File: src/rtl/line_engine_if.sv
// Command and pixel-write bundle for line_engine. The engine is the master: it
// takes the CPU line commands and offers framebuffer writes to the arbiter.
interface line_engine_if;
  logic [9:0]  line_point;
  logic        line_x0_valid;
  logic        line_y0_valid;
  logic        line_x1_valid;
  logic        line_y1_valid;
  logic [31:0] line_color;
  logic        line_color_valid;
  logic        line_trigger;
  logic        line_ready;
  logic [31:0] px_addr;
  logic [31:0] px_data;
  logic [3:0]  px_we;
  logic        px_valid;
  logic        px_ready;

  modport master (
    input  line_point, line_x0_valid, line_y0_valid, line_x1_valid, line_y1_valid,
    input  line_color, line_color_valid, line_trigger, px_ready,
    output line_ready, px_addr, px_data, px_we, px_valid
  );

  modport slave (
    output line_point, line_x0_valid, line_y0_valid, line_x1_valid, line_y1_valid,
    output line_color, line_color_valid, line_trigger, px_ready,
    input  line_ready, px_addr, px_data, px_we, px_valid
  );
endinterface

File: src/rtl/line_engine.sv
// Bresenham line rasterizer: snapshots CPU shadow registers on trigger and
// streams one framebuffer write per plotted pixel over a ready/valid port.
module line_engine #(
  parameter logic [31:0] FB_BASE   = 32'h1080_0000,
  parameter int          ROW_SHIFT = 10
) (
  input logic          clk,
  input logic          rst_n,
  line_engine_if.master lif
);
  typedef enum logic [1:0] {IDLE, SWAP, INIT, DRAW} state_e;

  state_e             state_q, state_d;
  logic               ready_q, ready_d;
  logic [9:0]         sh_x0_q, sh_x0_d, sh_y0_q, sh_y0_d, sh_x1_q, sh_x1_d, sh_y1_q, sh_y1_d;
  logic [31:0]        sh_col_q, sh_col_d;
  logic [9:0]         x0_q, x0_d, y0_q, y0_d, x1_q, x1_d, y1_q, y1_d;
  logic [31:0]        col_q, col_d;
  logic               steep_q, steep_d, yneg_q, yneg_d;
  logic [9:0]         dx_q, dx_d, dy_q, dy_d, cx_q, cx_d, cy_q, cy_d;
  logic signed [11:0] err_q, err_d;
  logic               vld_q, vld_d;
  logic [31:0]        addr_q, addr_d, data_q, data_d;
  logic [3:0]         we_q, we_d;

  logic [9:0]         adx, ady, a0, b0, a1, b1, cy_nx;
  logic               steep, hs;
  logic signed [11:0] err_nx;

  function automatic logic [9:0] absdiff(input logic [9:0] a, input logic [9:0] b);
    return (a > b) ? a - b : b - a;
  endfunction

  // Cursor lives in the swapped (steep) frame; undo the swap when forming the address.
  function automatic logic [31:0] pix_addr(input logic [9:0] px, input logic [9:0] py,
                                           input logic stp);
    logic [31:0] sx, sy;
    sx = {22'd0, stp ? py : px};
    sy = {22'd0, stp ? px : py};
    return FB_BASE + (((sy << ROW_SHIFT) + sx) << 2);
  endfunction

  always_comb begin
    state_d  = state_q;
    ready_d  = ready_q;
    sh_x0_d  = lif.line_x0_valid    ? lif.line_point : sh_x0_q;
    sh_y0_d  = lif.line_y0_valid    ? lif.line_point : sh_y0_q;
    sh_x1_d  = lif.line_x1_valid    ? lif.line_point : sh_x1_q;
    sh_y1_d  = lif.line_y1_valid    ? lif.line_point : sh_y1_q;
    sh_col_d = lif.line_color_valid ? lif.line_color : sh_col_q;
    x0_d = x0_q; y0_d = y0_q; x1_d = x1_q; y1_d = y1_q; col_d = col_q;
    steep_d = steep_q; yneg_d = yneg_q;
    dx_d = dx_q; dy_d = dy_q; err_d = err_q; cx_d = cx_q; cy_d = cy_q;
    vld_d = vld_q; addr_d = addr_q; data_d = data_q; we_d = we_q;

    adx   = absdiff(x1_q, x0_q);
    ady   = absdiff(y1_q, y0_q);
    steep = ady > adx;
    a0 = steep ? y0_q : x0_q;
    b0 = steep ? x0_q : y0_q;
    a1 = steep ? y1_q : x1_q;
    b1 = steep ? x1_q : y1_q;

    err_nx = err_q - $signed({2'b00, dy_q});
    cy_nx  = cy_q;
    if (err_nx[11]) begin
      err_nx = err_nx + $signed({2'b00, dx_q});
      cy_nx  = yneg_q ? cy_q - 10'd1 : cy_q + 10'd1;
    end
    hs = vld_q & lif.px_ready;

    case (state_q)
      IDLE: if (lif.line_trigger) begin
        x0_d = sh_x0_q; y0_d = sh_y0_q; x1_d = sh_x1_q; y1_d = sh_y1_q;
        col_d   = sh_col_q;
        ready_d = 1'b0;
        state_d = SWAP;
      end
      SWAP: begin
        steep_d = steep;
        if (a0 > a1) begin
          x0_d = a1; y0_d = b1; x1_d = a0; y1_d = b0;
        end else begin
          x0_d = a0; y0_d = b0; x1_d = a1; y1_d = b1;
        end
        state_d = INIT;
      end
      INIT: begin
        dx_d    = x1_q - x0_q;
        dy_d    = ady;
        err_d   = $signed({3'b000, dx_d[9:1]});
        yneg_d  = ~(y0_q < y1_q);
        cx_d    = x0_q;
        cy_d    = y0_q;
        state_d = DRAW;
      end
      DRAW: begin
        if (!vld_q) begin
          // First pixel: present the starting cursor.
          vld_d  = 1'b1;
          we_d   = 4'hF;
          addr_d = pix_addr(cx_q, cy_q, steep_q);
          data_d = col_q;
        end else if (hs) begin
          if (cx_q == x1_q) begin
            vld_d   = 1'b0;
            we_d    = 4'h0;
            ready_d = 1'b1;
            state_d = IDLE;
          end else begin
            cx_d   = cx_q + 10'd1;
            cy_d   = cy_nx;
            err_d  = err_nx;
            addr_d = pix_addr(cx_q + 10'd1, cy_nx, steep_q);
          end
        end
      end
      default: state_d = IDLE;
    endcase
  end

  always_ff @(posedge clk or negedge rst_n) begin
    if (!rst_n) begin
      state_q  <= IDLE;
      ready_q  <= 1'b1;
      sh_x0_q  <= '0; sh_y0_q <= '0; sh_x1_q <= '0; sh_y1_q <= '0; sh_col_q <= '0;
      x0_q     <= '0; y0_q <= '0; x1_q <= '0; y1_q <= '0; col_q <= '0;
      steep_q  <= 1'b0; yneg_q <= 1'b0;
      dx_q     <= '0; dy_q <= '0; err_q <= '0; cx_q <= '0; cy_q <= '0;
      vld_q    <= 1'b0; addr_q <= '0; data_q <= '0; we_q <= '0;
    end else begin
      state_q  <= state_d;
      ready_q  <= ready_d;
      sh_x0_q  <= sh_x0_d; sh_y0_q <= sh_y0_d; sh_x1_q <= sh_x1_d; sh_y1_q <= sh_y1_d;
      sh_col_q <= sh_col_d;
      x0_q     <= x0_d; y0_q <= y0_d; x1_q <= x1_d; y1_q <= y1_d; col_q <= col_d;
      steep_q  <= steep_d; yneg_q <= yneg_d;
      dx_q     <= dx_d; dy_q <= dy_d; err_q <= err_d; cx_q <= cx_d; cy_q <= cy_d;
      vld_q    <= vld_d; addr_q <= addr_d; data_q <= data_d; we_q <= we_d;
    end
  end

  assign lif.line_ready = ready_q;
  assign lif.px_valid   = vld_q;
  assign lif.px_addr    = addr_q;
  assign lif.px_data    = data_q;
  assign lif.px_we      = we_q;
endmodule

File: src/flat_wrapper.sv
// flat-port wrapper written by rule: the top's interface ports become plain ports
module line_engine_flat 
#(
  parameter logic [31:0] FB_BASE   = 32'h1080_0000,
  parameter int          ROW_SHIFT = 10
)
  (clk, rst_n, lif_line_point, lif_line_x0_valid, lif_line_y0_valid, lif_line_x1_valid, lif_line_y1_valid, lif_line_color, lif_line_color_valid, lif_line_trigger, lif_px_ready, lif_line_ready, lif_px_addr, lif_px_data, lif_px_we, lif_px_valid);
  line_engine_if lif_i ();
  input logic clk;
  input logic rst_n;
  input wire logic [$bits(lif_i.line_point)-1:0] lif_line_point;
  input wire logic [$bits(lif_i.line_x0_valid)-1:0] lif_line_x0_valid;
  input wire logic [$bits(lif_i.line_y0_valid)-1:0] lif_line_y0_valid;
  input wire logic [$bits(lif_i.line_x1_valid)-1:0] lif_line_x1_valid;
  input wire logic [$bits(lif_i.line_y1_valid)-1:0] lif_line_y1_valid;
  input wire logic [$bits(lif_i.line_color)-1:0] lif_line_color;
  input wire logic [$bits(lif_i.line_color_valid)-1:0] lif_line_color_valid;
  input wire logic [$bits(lif_i.line_trigger)-1:0] lif_line_trigger;
  input wire logic [$bits(lif_i.px_ready)-1:0] lif_px_ready;
  output wire logic [$bits(lif_i.line_ready)-1:0] lif_line_ready;
  output wire logic [$bits(lif_i.px_addr)-1:0] lif_px_addr;
  output wire logic [$bits(lif_i.px_data)-1:0] lif_px_data;
  output wire logic [$bits(lif_i.px_we)-1:0] lif_px_we;
  output wire logic [$bits(lif_i.px_valid)-1:0] lif_px_valid;
  assign lif_i.line_point = lif_line_point;
  assign lif_i.line_x0_valid = lif_line_x0_valid;
  assign lif_i.line_y0_valid = lif_line_y0_valid;
  assign lif_i.line_x1_valid = lif_line_x1_valid;
  assign lif_i.line_y1_valid = lif_line_y1_valid;
  assign lif_i.line_color = lif_line_color;
  assign lif_i.line_color_valid = lif_line_color_valid;
  assign lif_i.line_trigger = lif_line_trigger;
  assign lif_i.px_ready = lif_px_ready;
  assign lif_line_ready = lif_i.line_ready;
  assign lif_px_addr = lif_i.px_addr;
  assign lif_px_data = lif_i.px_data;
  assign lif_px_we = lif_i.px_we;
  assign lif_px_valid = lif_i.px_valid;
  line_engine #(.FB_BASE(FB_BASE), .ROW_SHIFT(ROW_SHIFT)) u_core (.clk(clk), .rst_n(rst_n), .lif(lif_i));
endmodule
File: config.mk
export PLATFORM = sky130hd
export DESIGN_NAME = line_engine_flat
export DESIGN_NICKNAME = d
export VERILOG_FILES = /design/src/rtl/line_engine_if.sv /design/src/rtl/line_engine.sv /design/src/flat_wrapper.sv
export SDC_FILE = /design/constraint.sdc
export NUM_CORES = 1
export LEC_CHECK = 0
export CORE_MARGIN = 5
export CORE_UTILIZATION = 30
export CTS_BUF_LIST = sky130_fd_sc_hd__clkbuf_4 sky130_fd_sc_hd__clkbuf_8
export CTS_CLUSTER_DIAMETER = 50
export DETAILED_ROUTE_END_ITERATION = 12
export PLACE_DENSITY = 0.45
export SETUP_SLACK_MARGIN = 0.4
export SKIP_CTS_REPAIR_TIMING = 1
export SLEW_MARGIN = 10
export SYNTH_ARGS = -nofsm -noshare
export SYNTH_HDL_FRONTEND = slang
export SYNTH_SLANG_ARGS = --single-unit
File: constraint.sdc
create_clock -name clk -period 11.8 [get_ports clk]
set_input_delay 2.95 -clock clk [delete_from_list [all_inputs] [get_ports clk]]
set_output_delay 2.95 -clock clk [all_outputs]
set_load 0.01 [all_outputs]
### Yosys cells after proc, flatten, opt, wreduce, memory -nomap -nowiden

Index checks and enable logic that the tools add are counted.

* word-level logic and storage cells: 124
* register bits after elaboration: 270
* bits of input ports: 51
* output and inout bits: 70
* ROM bits: 0
* bits in latches: 0
* memories: 0
* bits in writable memories: 0

* mux-type cells: 56
* reductions and logical operators: 12
* shift-type cells: 0
* bitwise gates (word level): 3
* add/sub/neg operators: 13
* equality and inequality tests: 12
* div/mod/pow operators: 0
* multipliers: 0
* $lt $le $gt $ge: 5

Operators with widths (count)
* $mux W10: 26
* $pmux W10 S2: 6
* $mux W32: 3
* $add A29 B32 Y32 const A: 2
* $mux W12: 4
* $add A20 B10 Y21: 2
* $gt A10 B10 Y1: 4
* $sub A10 B10 Y10: 4
* $pmux W12 S2: 1
* $add A10 B1 Y10 const B: 2
* $add A12 B11 Y12: 1
* $mux W4: 3
* $sub A12 B11 Y12: 1
* $eq A10 B10 Y1: 1
* $lt A10 B10 Y1: 1
* $ne A2 B2 Y1 const B: 5
* $sub A10 B1 Y10 const B: 1
* $mux W2: 4
* $pmux W2 S4: 1
* $reduce_and A4 Y1: 2
* $mux W1: 7
* $ne A2 B1 Y1 const B: 3
* $reduce_and A2 Y1: 3
* $reduce_and A3 Y1: 2
* other kinds (8): 12

### Depth between registers and ports, before layout

* depth after elaboration: 9
* mapped depth: 31
* gate-level depth less buffers: 27

### Least setup slack after synthesis

OpenSTA, ideal clock, no wires.

* path type: flip-flop to flip-flop
* from: register u_core.x1_q[0]
* to: register u_core.x0_q[9]
* path buffers: 4
* data required time: 11674 ps
* cell stages (with the launch flop): 30
* arrival: 6185 ps
* setup slack: 5489 ps
* library setup time: 126 ps
* period minus slack after synthesis: 6311 ps
* path through: dfrtp_1 > inv_1 > ha_1 > inv_1 > fa_1 > a21o_1 > a21oi_1 > o221ai_1 > a21bo_2 > buf_2 > mux2i_1 > xor2_1 > ha_1 > a211oi_1 > o21bai_1 > a21oi_1 > o211ai_1 > nand2_1 > buf_2 > clkbuf_1 > nor2_1 > a21oi_1 > ha_1 > a221oi_1 > nand2_1 > o21ai_1 > buf_1 > mux2i_1 > mux2i_1 > a221o_1

* longest elaborated chain between the ends: 7
* elaborated cells between the ends (all ways): 10
* classes of those cells: add/sub (2); order compare (3); mux (5)

Ends and longest elaborated chain
* start: declaration: line line_engine.sv:17 `logic [9:0] x0_q, x0_d, y0_q, y0_d, x1_q, x1_d, y1_q, y1_d;`
* start signal: assignment: line line_engine.sv:127 `x0_q <= '0; y0_q <= '0; x1_q <= '0; y1_q <= '0; col_q <= '0;`
* start signal: assignment: line line_engine.sv:136 `x0_q <= x0_d; y0_q <= y0_d; x1_q <= x1_d; y1_q <= y1_d; col_q <= col_d;`
* $sub A10 B10 Y10 or $gt A10 B10 Y1 (tied branches): line line_engine.sv:31 `return (a > b) ? a - b : b - a;`
* $mux W10: line line_engine.sv:31
* $gt A10 B10 Y1: line line_engine.sv:58 `steep = ady > adx;`
* $mux W10 (on tied branches): line line_engine.sv:59, line_engine.sv:61
* $gt A10 B10 Y1: line line_engine.sv:81 `if (a0 > a1) begin`
* $mux W10 (*): line line_engine.sv:81
* $pmux W10 S2 (*): line line_engine.sv:72 `case (state_q)`
* end signal: assignment: line line_engine.sv:127
* end signal: assignment: line line_engine.sv:136
* end: declaration: line line_engine.sv:17

Mark *: on every way between the ends. The rest lies on a longest branch, timed or not.
A chain may end at the register's enable or synchronous reset.

### Final worst setup path

* from: register u_core.y0_q[1]
* to: register u_core.y1_q[0]

* longest elaborated chain between the ends: 7
* elaborated cells between the ends (all ways): 12
* classes of those cells: add/sub (2); order compare (3); mux (7)

Ends and longest elaborated chain
* start: declaration: line line_engine.sv:17
* start signal: assignment: line line_engine.sv:127
* start signal: assignment: line line_engine.sv:136
* $sub A10 B10 Y10 or $gt A10 B10 Y1 (tied branches): line line_engine.sv:31
* $mux W10 (*): line line_engine.sv:31
* via u_core.ady[7]: line line_engine.sv:26 `logic [9:0] adx, ady, a0, b0, a1, b1, cy_nx;`
* $gt A10 B10 Y1 (*): line line_engine.sv:58
* $mux W10 (on tied branches): line line_engine.sv:59, line_engine.sv:61
* $gt A10 B10 Y1: line line_engine.sv:81
* $mux W10 (*): line line_engine.sv:81
* $pmux W10 S2 (*): line line_engine.sv:72
* end signal: assignment: line line_engine.sv:127
* end signal: assignment: line line_engine.sv:136
* end: declaration: line line_engine.sv:17

Mark *: on every way through the listed nets, which the timed path passes. The rest lies on a longest branch.

==> impl_metrics.json <==
{
  "setup_viol": 0,
  "status": "finished clean",
  "synth_top_area_share_pct": 40.0,
  "worstSkewPairLatency_ns": 0.63,
  "maxCapViolCount": 0,
  "totalWireLength_um": 47900,
  "crit_arrival_ns": 7.97,
  "hold_path_class": "register to register",
  "antenna_found_initial": 2,
  "synth.cell_area_um2": 16000,
  "hold_path_startpoint": "u_core.err_q[6]",
  "overflow": 0,
  "fin_skew_ns": 0.0202,
  "port_buffers": 110,
  "vias": 12200,
  "drive_above_1_share_pct": 17.0,
  "wl_per_cell_um": 20.4,
  "drtIter0Drc": 719,
  "start_util_pct": 30.3,
  "critical_path_class": "register to register",
  "clockBufferDepth": 3,
  "core_area_um2": 52700,
  "instances_no_fill": 2341,
  "nNetsFinal": 1760,
  "yosysSeqAreaShare_pct": 40.2,
  "synth.distinct_cells": 78,
  "first_pass_iters": 5,
  "grt_usage_pct": 16.2,
  "hpwl_um": 33900,
  "synthArstFlopShare_pct": 100,
  "critPathRequiredTime_ns": 12.30,
  "ios": 121,
  "setup_slack_ns": 4.33,
  "dp_cells": 2245,
  "clockRootBuffer": "clkbuf_8",
  "fin_crit_sh_pct": 63.3,
  "worstMarginPinSlew_ns": 1.08,
  "synth_edf_count": 0,
  "grt_max_degree": 128,
  "dieArea_um2": 57900,
  "synth_seq_cells": 256,
  "min_delay_path_depth": 2,
  "grt_pass1_wl_um": 73700,
  "max_freq_mhz": 134,
  "startpoint_type": "register",
  "syn_inst": 1529,
  "relSlewSlack_pct": 28.1,
  "fin_hold_ws_ns": 0.484,
  "cts_htree_levels": 2,
  "yosys.area.top_type": "dfrtp_1",
  "mostFrequentLayoutCell": "dfrtp_1",
  "path_clk_slew_ns": 0.06,
  "r2r-start": "u_core.y0_q[1]",
  "fp-row-count": 84,
  "fin_crit_ns": 7.47,
  "setup_tns_ns": 0,
  "postRouteAntennaNets": 0,
  "cts_tree": "yes",
  "rr_worst_depth": 25,
  "cp-end-kind": "register",
  "holdPathEnd": "u_core.err_q[6]",
  "drv_slew": 0,
  "reg2reg_to": "u_core.y1_q[0]",
  "hold_viol_final": 0,
  "cts_buffers": 51,
  "die_w_um": 241,
  "yosys_warnings": 0,
  "grt_setup_unrepaired": "no",
  "detail_route.drc_violations": 0,
  "cts_sinks": 256,
  "final_cell_mix": "dfrtp_1 (255), mux2_2 (148), mux2i_1 (122)",
  "chipHeight_um": 241,
  "gp_congestion": 0.847,
  "syn_area_per_cell_um2": 10.4,
  "path_max_fanout": 80,
  "post-place-ws_ns": 4.33,
  "vias_per_cell": 5.21,
  "r2r_slack_ns": 4.33,
  "synthFlopType": "dfrtp_1",
  "grt_pass1_vias": 12400,
  "synthTopCellsByArea": "dfrtp_1 (40%), mux2_2 (10%), mux2i_1 (7.7%)",
  "syn2layout_area_growth_pct": 17.8
}
[cells in the mapped netlist, types with 7 or more instances]
cell        n
clkbuf_1   61
xor2_1     32
buf_1      15
o21a_1      9
o21ai_1     7
mux2_2    148
a221o_1    42
dfrtp_1   255
o221ai_1   10
buf_2      11
nor2_1     59
a211oi_1   18
and3_1     14
o21ai_0    49
o21bai_1    8
buf_4      17
nand2_1    64
nor3b_1    41
o22ai_1     7
nor2b_1    12
fa_1        7
ha_1       92
a21oi_1   107
a31oi_1     9
mux2i_1   123
inv_1      82
a21o_1     17
o211ai_1    9
nand3_1    30
xnor2_1    33
nor3_1     36
a22oi_1     7
a221oi_1    7
[worst max-delay path by stage]
stage	startpoint	end	slack, ns	cells after the start
2_1_floorplan	u_core.x1_q[0]	u_core.x0_q[9]	5.49	29
3_3_place_gp	u_core.y0_q[1]	u_core.x1_q[1]	4.38	25
3_5_place_dp	u_core.y0_q[1]	u_core.y1_q[0]	4.33	24
4_1_cts	u_core.y0_q[1]	u_core.x0_q[0]	4.27	24
5_1_grt	u_core.y0_q[1]	u_core.x0_q[0]	3.58	24
6_report	u_core.y0_q[1]	u_core.y1_q[0]	4.33	25
[per-stage QoR]
stage | utilization, % | area [um2]
final | 35.7 | 18800
after global routing | 35.7 | 18800
after CTS | 35.7 | 18800
after detailed placement | 33.4 | 17600
after floorplan | - | 16000
after global placement | 33.4 | 17600
[sequential cells by signal, indices dropped and copies added (netlist names)]
name and count:
u_core.sh_x1_q 10, u_core.cx_q 10, u_core.lif.px_addr 21, u_core.y1_q 10
u_core.sh_x0_q 10, u_core.sh_col_q 32, u_core.y0_q 10, u_core.dy_q 10
u_core.steep_q 1, u_core.state_q 2, u_core.cy_q 10, u_core.lif.px_data 32
u_core.x0_q 10, u_core.x1_q 10, u_core.sh_y0_q 10, u_core.err_q 12
u_core.lif.px_valid 1, u_core.lif.px_we 1, u_core.col_q 32, u_core.sh_y1_q 10
u_core.yneg_q 1, u_core.dx_q 10, u_core.lif.line_ready 1
[layer usage]
| layer | vias up | global-route usage (%) | wire, um |
|---|---|---|---|
| met5 | - | 0 | 0 |
| met1 | 6096 | 22.4 | 22200 |
| met3 | 87 | 2.99 | 2010 |
| met4 | 0 | 5.36 | 1380 |
| met2 | 237 | 25.8 | 22300 |
| li1 | 5767 | - | - |
[cells by family (layout without fill, tap and decap cells)]
kind of cell | Yosys count | count (layout) | share of synthesized area [%]
simple gates | 297 | 297 | 9.72
buf+inv | 191 | 304 | 5.14
other cells | 1 | 12 | 0.0235
compound gates | 348 | 348 | 15.1
fa+ha+maj | 99 | 99 | 8.09
xor+xnor | 65 | 65 | 3.57
flops | 256 | 256 | 40.2
mux | 272 | 272 | 18.3
[area by class of cell]
cell class	instances	area, um2
clock buffer	83	1040
sequential	256	6410
tap	688	861
clock inverter	11	141
inverter	84	315
antenna	2	5.00
timing repair buffer	126	1230
multi-input combinational	1091	8800
fill	5267	33900
[worst max-delay path, cell delays in order (launching register included)]
cell and delay (ns):
dfrtp_1 0.49, inv_1 0.24, fa_1 0.47, a21o_1 0.20, a221o_1 0.38, o211ai_4 0.41, mux2i_1 0.43, a21boi_0 0.24
o21ai_1 0.19, xor2_1 0.09, ha_1 0.28, nand3_1 0.09, nor3_1 0.25, o21ai_0 0.14, o211ai_1 0.18, nand2_4 0.60
nor2_1 0.30, a21oi_1 0.08, ha_1 0.35, a221oi_1 0.29, nand2_1 0.12, o21ai_4 0.12, buf_4 0.56, mux2i_1 0.31
mux2i_1 0.12, a221o_1 0.36
Power is left out: the tool's default activity adds up to more than one toggle a clock period on the data nets, which glitch-free logic cannot reach.
